File: src/rtl/sys_defs.sv
// Shared system definitions: machine word width and the IF/ID pipeline packet.
`ifndef SYS_XLEN
`define SYS_XLEN 32
`endif

package sys_defs;

    typedef struct packed {
        logic [31:0]           inst;
        logic [`SYS_XLEN-1:0]  PC;
        logic [`SYS_XLEN-1:0]  NPC;
        logic                  valid;
    } IF_ID_PACKET;

endpackage

File: src/rtl/fq_prefix_count.sv
// Length of the run of set bits starting at bit 0 of a flag vector.
module fq_prefix_count #(
    parameter int W  = 3,
    parameter int CW = $clog2(W + 1)
) (
    input  logic [W-1:0]  flags,
    output logic [CW-1:0] count
);

    logic run;

    // Count upward from slot 0 until the first clear flag breaks the run.
    always_comb begin
        count = '0;
        run   = 1'b1;
        for (int i = 0; i < W; i++) begin
            if (run && flags[i]) begin
                count = count + CW'(1);
            end else begin
                run = 1'b0;
            end
        end
    end

endmodule

File: src/rtl/fetch_queue_n.sv
// Fetch queue: accepts a contiguous run of I-cache hits per cycle into a
// circular buffer and presents the oldest DISP_WIDTH entries to dispatch.
`ifndef SYS_XLEN
`define SYS_XLEN 32
`endif

module fetch_queue_n
    import sys_defs::*;
#(
    parameter int                   FETCH_WIDTH = 3,
    parameter int                   DISP_WIDTH  = 3,
    parameter int                   QUEUE_DEPTH = 8,
    parameter logic [`SYS_XLEN-1:0] RESET_PC    = '0
) (
    input  logic                                     clk,
    input  logic                                     rst,
    input  logic [FETCH_WIDTH-1:0][31:0]             ld_cache_fetched_data,
    input  logic [FETCH_WIDTH-1:0]                   fch_icache_valid_flags,
    input  logic                                     redirect_valid,
    input  logic [`SYS_XLEN-1:0]                     redirect_pc,
    input  logic [$clog2(DISP_WIDTH+1)-1:0]          dispatch_take,
    output logic [FETCH_WIDTH-1:0][`SYS_XLEN-1:0]    icache_req_addr,
    output logic                                     icache_pipeline_hold,
    output IF_ID_PACKET [DISP_WIDTH-1:0]             fch_ifid_pkts,
    output logic [$clog2(QUEUE_DEPTH+1)-1:0]         fq_count
);

    localparam int XLEN = `SYS_XLEN;
    localparam int CW   = $clog2(QUEUE_DEPTH + 1);
    localparam int PW   = (QUEUE_DEPTH > 1) ? $clog2(QUEUE_DEPTH) : 1;
    localparam int FPW  = $clog2(FETCH_WIDTH + 1);

    logic [XLEN-1:0] fetch_pc_q, fetch_pc_d;
    logic [PW-1:0]   head_q, head_d;
    logic [PW-1:0]   tail_q, tail_d;
    logic [CW-1:0]   count_q, count_d;

    logic [31:0]     inst_q [QUEUE_DEPTH];
    logic [31:0]     inst_d [QUEUE_DEPTH];
    logic [XLEN-1:0] pc_q   [QUEUE_DEPTH];
    logic [XLEN-1:0] pc_d   [QUEUE_DEPTH];

    logic [FPW-1:0]  prefix;
    int              free_n;
    int              acc_n;
    int              take_n;

    fq_prefix_count #(
        .W  (FETCH_WIDTH),
        .CW (FPW)
    ) u_prefix (
        .flags (fch_icache_valid_flags),
        .count (prefix)
    );

    // Enqueue is limited by space before this cycle's dequeue frees any;
    // dequeue is clamped to what is both present and presented.
    always_comb begin
        free_n = QUEUE_DEPTH - int'(count_q);
        acc_n  = (int'(prefix) < free_n) ? int'(prefix) : free_n;
        take_n = int'(dispatch_take);
        if (take_n > int'(count_q)) take_n = int'(count_q);
        if (take_n > DISP_WIDTH)    take_n = DISP_WIDTH;
    end

    assign icache_pipeline_hold = (free_n < FETCH_WIDTH);
    assign fq_count             = count_q;

    // Next-state: a redirect flushes everything and drops the word offset.
    always_comb begin
        fetch_pc_d = fetch_pc_q;
        head_d     = head_q;
        tail_d     = tail_q;
        count_d    = count_q;
        inst_d     = inst_q;
        pc_d       = pc_q;
        if (redirect_valid) begin
            fetch_pc_d = redirect_pc & ~XLEN'(3);
            head_d     = '0;
            tail_d     = '0;
            count_d    = '0;
        end else begin
            for (int i = 0; i < FETCH_WIDTH; i++) begin
                if (i < acc_n) begin
                    inst_d[PW'((int'(tail_q) + i) % QUEUE_DEPTH)] = ld_cache_fetched_data[i];
                    pc_d[PW'((int'(tail_q) + i) % QUEUE_DEPTH)]   = fetch_pc_q + XLEN'(4 * i);
                end
            end
            fetch_pc_d = fetch_pc_q + XLEN'(4 * acc_n);
            tail_d     = PW'((int'(tail_q) + acc_n) % QUEUE_DEPTH);
            head_d     = PW'((int'(head_q) + take_n) % QUEUE_DEPTH);
            count_d    = CW'(int'(count_q) + acc_n - take_n);
        end
    end

    // Control state; reset wins over any redirect or enqueue in flight.
    always_ff @(posedge clk or posedge rst) begin
        if (rst) begin
            fetch_pc_q <= RESET_PC;
            head_q     <= '0;
            tail_q     <= '0;
            count_q    <= '0;
        end else begin
            fetch_pc_q <= fetch_pc_d;
            head_q     <= head_d;
            tail_q     <= tail_d;
            count_q    <= count_d;
        end
    end

    // Entry storage; contents are qualified by count, so no reset needed.
    always_ff @(posedge clk) begin
        inst_q <= inst_d;
        pc_q   <= pc_d;
    end

    // Request addresses and the oldest-first dispatch window.
    always_comb begin
        fch_ifid_pkts = '0;
        for (int i = 0; i < FETCH_WIDTH; i++) begin
            icache_req_addr[i] = fetch_pc_q + XLEN'(4 * i);
        end
        for (int j = 0; j < DISP_WIDTH; j++) begin
            fch_ifid_pkts[j].inst  = inst_q[PW'((int'(head_q) + j) % QUEUE_DEPTH)];
            fch_ifid_pkts[j].PC    = pc_q[PW'((int'(head_q) + j) % QUEUE_DEPTH)];
            fch_ifid_pkts[j].NPC   = pc_q[PW'((int'(head_q) + j) % QUEUE_DEPTH)] + XLEN'(4);
            fch_ifid_pkts[j].valid = (j < int'(count_q));
        end
    end

endmodule

File: config.mk
export PLATFORM = sky130hd
export DESIGN_NAME = fetch_queue_n
export DESIGN_NICKNAME = d
export VERILOG_FILES = /design/src/rtl/sys_defs.sv /design/src/rtl/fq_prefix_count.sv /design/src/rtl/fetch_queue_n.sv
export SDC_FILE = /design/constraint.sdc
export NUM_CORES = 2
export LEC_CHECK = 0
export CORE_MARGIN = 5
export CORE_UTILIZATION = 45
export CTS_BUF_LIST = sky130_fd_sc_hd__clkbuf_8
export DETAILED_ROUTE_END_ITERATION = 8
export GPL_ROUTABILITY_DRIVEN = 0
export PLACE_DENSITY = 0.76
export SLEW_MARGIN = 30
export SYNTH_ARGS = -nofsm -noshare
export SYNTH_HDL_FRONTEND = slang
export SYNTH_SLANG_ARGS = --single-unit
File: constraint.sdc
create_clock -name clk -period 7.8 [get_ports clk]
set_input_delay 1.56 -clock clk [delete_from_list [all_inputs] [get_ports clk]]
set_output_delay 1.56 -clock clk [all_outputs]
set_load 0.02 [all_outputs]
# Word level (Yosys, flattened, before mapping)
# Index checks and enable logic that the tools add are counted.
word_totals:
  regBits: 554
  output_inout_bits: 392
op_classes:
  bitwise_logic: 6
  reduce_logical: 5
  n_mux: 52
  order_cmp: 19
  n_addsub: 17
op_table:
  columns: ["operator", "count"]
  rows:
  - ["$mux 256", 10]
  - ["$bwmux 256", 6]
  - ["$bmux 32 s3", 6]
  - ["$mux 32", 17]
  - ["$demux 32 s3", 3]
  - ["$add 32x3->32 const B", 4]
  - ["$add 32x32->32", 1]
  - ["$add 32x4->32 const B", 1]
  - ["$gt 32x3->1 const B", 1]
  - ["$lt 1x32->1 const A", 1]
  - ["$lt 2x32->1 const A", 1]
  - ["$lt 3x32->1 const A", 1]
  - ["$ge 3x4->1 const B", 6]
  - ["$not 3->3", 6]
  - ["$mux 4", 3]
  - ["$lt 3x1->1 const B", 3]
  - ["$lt 1x4->1 const A", 2]
  - ["$add 3x1->3 const B", 2]
  - ["$add 3x2->3 const B", 2]
  - ["$add 3x3->3", 2]
  - ["$mux 3", 2]
  - ["$logic_and 1x1->1", 5]
  - ["$lt 3x5->1", 1]
  - ["$lt 5x3->1 const B", 1]
  - ["other kinds (8)", 12]

# Depth between registers and ports, before layout
logic_depth:
  ltp_word: 15
  depth_mapped: 21

# Modules after synthesis
# Synthesis repeated with hierarchy kept, for this count alone.
unflattened:
  cells_unflattened: 5033
  hier_area_um2: 44680.4
by_module_without_submodules:
  columns: ["mod", "seq_area_each_um2", "area_each_um2", "cells_per_inst", "instances"]
  rows:
  - ["fetch_queue_n", 16375.7, 44662.8, 5030, 1]
  - ["fq_prefix_count", 0.0, 17.5, 3, 1]

# Worst setup path after synthesis
# Ideal clock, no wire load.
synth_path:
  kind: "input port to flip-flop"
  start: "input port redirect_valid"
  end: "register fetch_pc_q[23]"
  t_required_ps: 7649
  path_buffers: 1
  path_stages: 6
  path_slack_ps: -569
  arrival_time_ps: 8218
  setup_time_ps: 151
  path_cell_list: "clkbuf_1 inv_2 nand2_1 o31a_1 o21ai_0 a311oi_1"
synth_via:
  elab_chain_len: 1
synth_rtl:
  columns: ["item", "line_no", "rtl"]
  rows:
  - ["from (decl)", "fetch_queue_n.sv:19", "input logic redirect_valid,"]
  - ["$mux 32", "fetch_queue_n.sv:77", "if (redirect_valid) begin"]
  - ["named net fetch_pc_d[23]", "fetch_queue_n.sv:33", "logic [XLEN-1:0] fetch_pc_q, fetch_pc_d;"]
  - ["to (signal assigned)", "fetch_queue_n.sv:104", "fetch_pc_q <= fetch_pc_d;"]
  - ["to (decl)", "fetch_queue_n.sv:33", null]
# The timed path passes the listed nets, and every way through them passes these cells.
# A chain may end at the register's enable or synchronous reset.

==> impl_metrics.json <==
{
  "status": "finished, final reports clean",
  "grt_pass1_wl_microns": 271000,
  "vias": 44500,
  "slew_violations": 0,
  "yosys.area_share.simple_pct": 14.6,
  "grt_overflow": 0,
  "synthAdderAreaFrac_pct": 1.70,
  "use_met2_pct": 49.1,
  "path_cells": "buf_4 -> mux4_1 -> nand2_1 -> nand2_1 -> ha_1 -> a21bo_2 -> and3b_1 -> or4b_4 -> nor3_2 -> xor2_1 -> clkdlybuf4s50_1",
  "critPathKind": "reg -> out",
  "synth-xor-area-share_pct": 3.20,
  "io_pins": 528,
  "worstPathRequired_ps": 6240,
  "hold_viol": 0,
  "grt_pass1_vias": 42400,
  "synth.mux.area_fraction_pct": 20.3,
  "die_area_sq_um": 107000,
  "cts_root_buf": "clkbuf_8",
  "worst_pin_slew_ps": 1150,
  "hold_class": "reg -> reg",
  "yosysMostFrequentCell": "nand2_1",
  "h-tree-depth": 3,
  "post_cts.repair.setup_buffers": 0,
  "design_area_sq_um": 52900,
  "cpMostUsedCell": "nand2_1",
  "clockBufferDepth": 3,
  "initial_utilization_pct": 45.2,
  "setup_tns_ps": 0,
  "whs_path_depth": 1,
  "ys_seq_area_share_pct": 36.3,
  "use_met3_pct": 11.8,
  "synthArstFlopShare_pct": 7.25,
  "dr.pass1.iters": 7,
  "synth_common_cells": "nand2_1 (964), edfxtp_1 (512), o21ai_0 (499), a21oi_1 (446), clkbuf_1 (299)",
  "cp-start-kind": "flip-flop",
  "netlist_instances": 4884,
  "ys.flop_type": "edfxtp_1",
  "antenna_found_initial": 14,
  "row_count": 116,
  "avgSynthCellArea_sq_um": 9.23,
  "yosysTopAreaCellShare_pct": 34.1,
  "grt_max_degree": 193,
  "wl_microns": 188000,
  "cpMaxStageDelayCell": "buf_4",
  "end_kind": "output pin",
  "max_cap_violations": 0,
  "critPathMaxStageDelay_ps": 720,
  "synthDistinctLibCells": 98,
  "numPortBuffers": 519,
  "reg2regPathDepth": 13,
  "rsz0062_at_grt": "false",
  "dieWidth_microns": 327,
  "setup_violations": 0,
  "synth_top_area_cell": "edfxtp_1",
  "core_area_sq_um": 99700,
  "syn_to_final_growth_pct": 17.4,
  "cts_inserted_buffers": 104,
  "cts_tree": "done",
  "synth_compound_area_share_pct": 18.0,
  "finalCritPeriodShare_pct": 92.0,
  "via_per_inst": 6.81,
  "wl_per_cell_microns": 28.9,
  "fin_crit_ps": 7180,
  "dpl_cell_area_sq_um": 50900,
  "yosysWarnings": 0,
  "holdWs_ps": 592,
  "clock_skew_ps": 48.9,
  "synth-edff-count": 512,
  "drt_iter0_markers": 7614,
  "slew_headroom_pct": 23.5,
  "drive_gt1_share_pct": 12.6,
  "clk_latency_ps": 760,
  "hold_buffers": 0,
  "post_cts_resized": 0,
  "synth_area_sq_um": 45100,
  "synth_seq_cells": 552,
  "drc": 0,
  "top_usage_layer": "met2",
  "fmaxAchievable_ghz": 0.139,
  "clkTransAtPathRegs_ps": 60,
  "worstPathMaxFanout": 53,
  "ys_top_cells_by_area": "edfxtp_1 (34%), mux4_2 (11%), nand2_1 (8.0%)",
  "clock-sinks": 552,
  "synth_top_family_by_area": "multiplexers",
  "antenna_left": 0,
  "grtUsageTotal_pct": 33.4,
  "met1_usage_pct": 41.7,
  "die_height_microns": 327,
  "cp.arrival_ps": 5620,
  "nets": 5331,
  "detailed_place_hpwl_microns": 119000
}
==> layout by cell type (no fill, tap or decap), types with 111 or more instances in the layout <==
master,instances
nand2_1,962
clkdlybuf4s50_1,518
edfxtp_1,512
o21ai_0,498
a21oi_1,446
nor2_1,258
mux2i_1,229
mux4_2,218
o22ai_1,140
inv_1,128
a21o_1,111
==> kinds of logic after synthesis <==
group                    after synthesis
AND/OR/NAND/NOR                     1532
flip-flops                           552
other                                  1
AO/OA/AOI/OAI                       1396
multiplexers                         580
buffers and inverters                601
adder cells (fa/ha/maj)               58
XOR/XNOR                             164
==> critical path: cells and delay by family (launching register included) <==
| family | cells | cell delay (ps) |
|---|---|---|
| simple gates | 5 | 1540 |
| buf+inv | 2 | 1340 |
| flops | 1 | 560 |
| mux | 1 | 520 |
| fa+ha+maj | 1 | 390 |
| compound gates | 1 | 340 |
| xor+xnor | 1 | 160 |
==> worst paths after layout <==
| kind | slack, ps | to | startpoint |
|---|---|---|---|
| max | 620 | fch_ifid_pkts[29] | head_q[0] |
| min | 590 | pc_q[96] | pc_q[96] |
| max reg2reg | 2220 | pc_q[111] | fq_count[1] |
| min reg2reg | 590 | pc_q[96] | pc_q[96] |
| max in group asynchronous | 5990 | head_q[0] | rst |
| min in group asynchronous | 1250 | fetch_pc_q[25] | rst |
==> layout make-up <==
class | count | area (sq um)
fill | 8679 | 46800
sequential | 552 | 16400
inverter | 101 | 399
tap | 1298 | 1620
multi-input combinational | 3737 | 26300
antenna | 12 | 30.0
clock inverter | 78 | 419
clock buffer | 110 | 1510
timing repair buffer | 642 | 6290
==> per-layer routing <==
metal | vias to the layer above | routed length, microns | share of wire [%]
li1 | 18500 | - | -
met1 | 20800 | 63200 | 34
met2 | 4156 | 79600 | 42
met3 | 1021 | 30600 | 16
met4 | 4 | 15000 | 8.0
met5 | - | 27 | 0.014
==> metrics by stage <==
stage               instances  setup WS (ps)  util, %
floorplan                4890           1850        -
global placement         6327           1330     51.0
detailed placement       6327           1150     51.0
CTS                      6515            576     53.0
global route             6527            439     53.1
finish                   6530            623     53.1
==> state kept, by name, summed over array words and instances, names as in the netlist <==
name        cells
inst_q        256
pc_q          256
fetch_pc_q     30
fq_count        4
head_q          3
tail_q          3
Power is left out: the tool's default activity adds up to more than one toggle a clock period on the data nets, which glitch-free logic cannot reach.
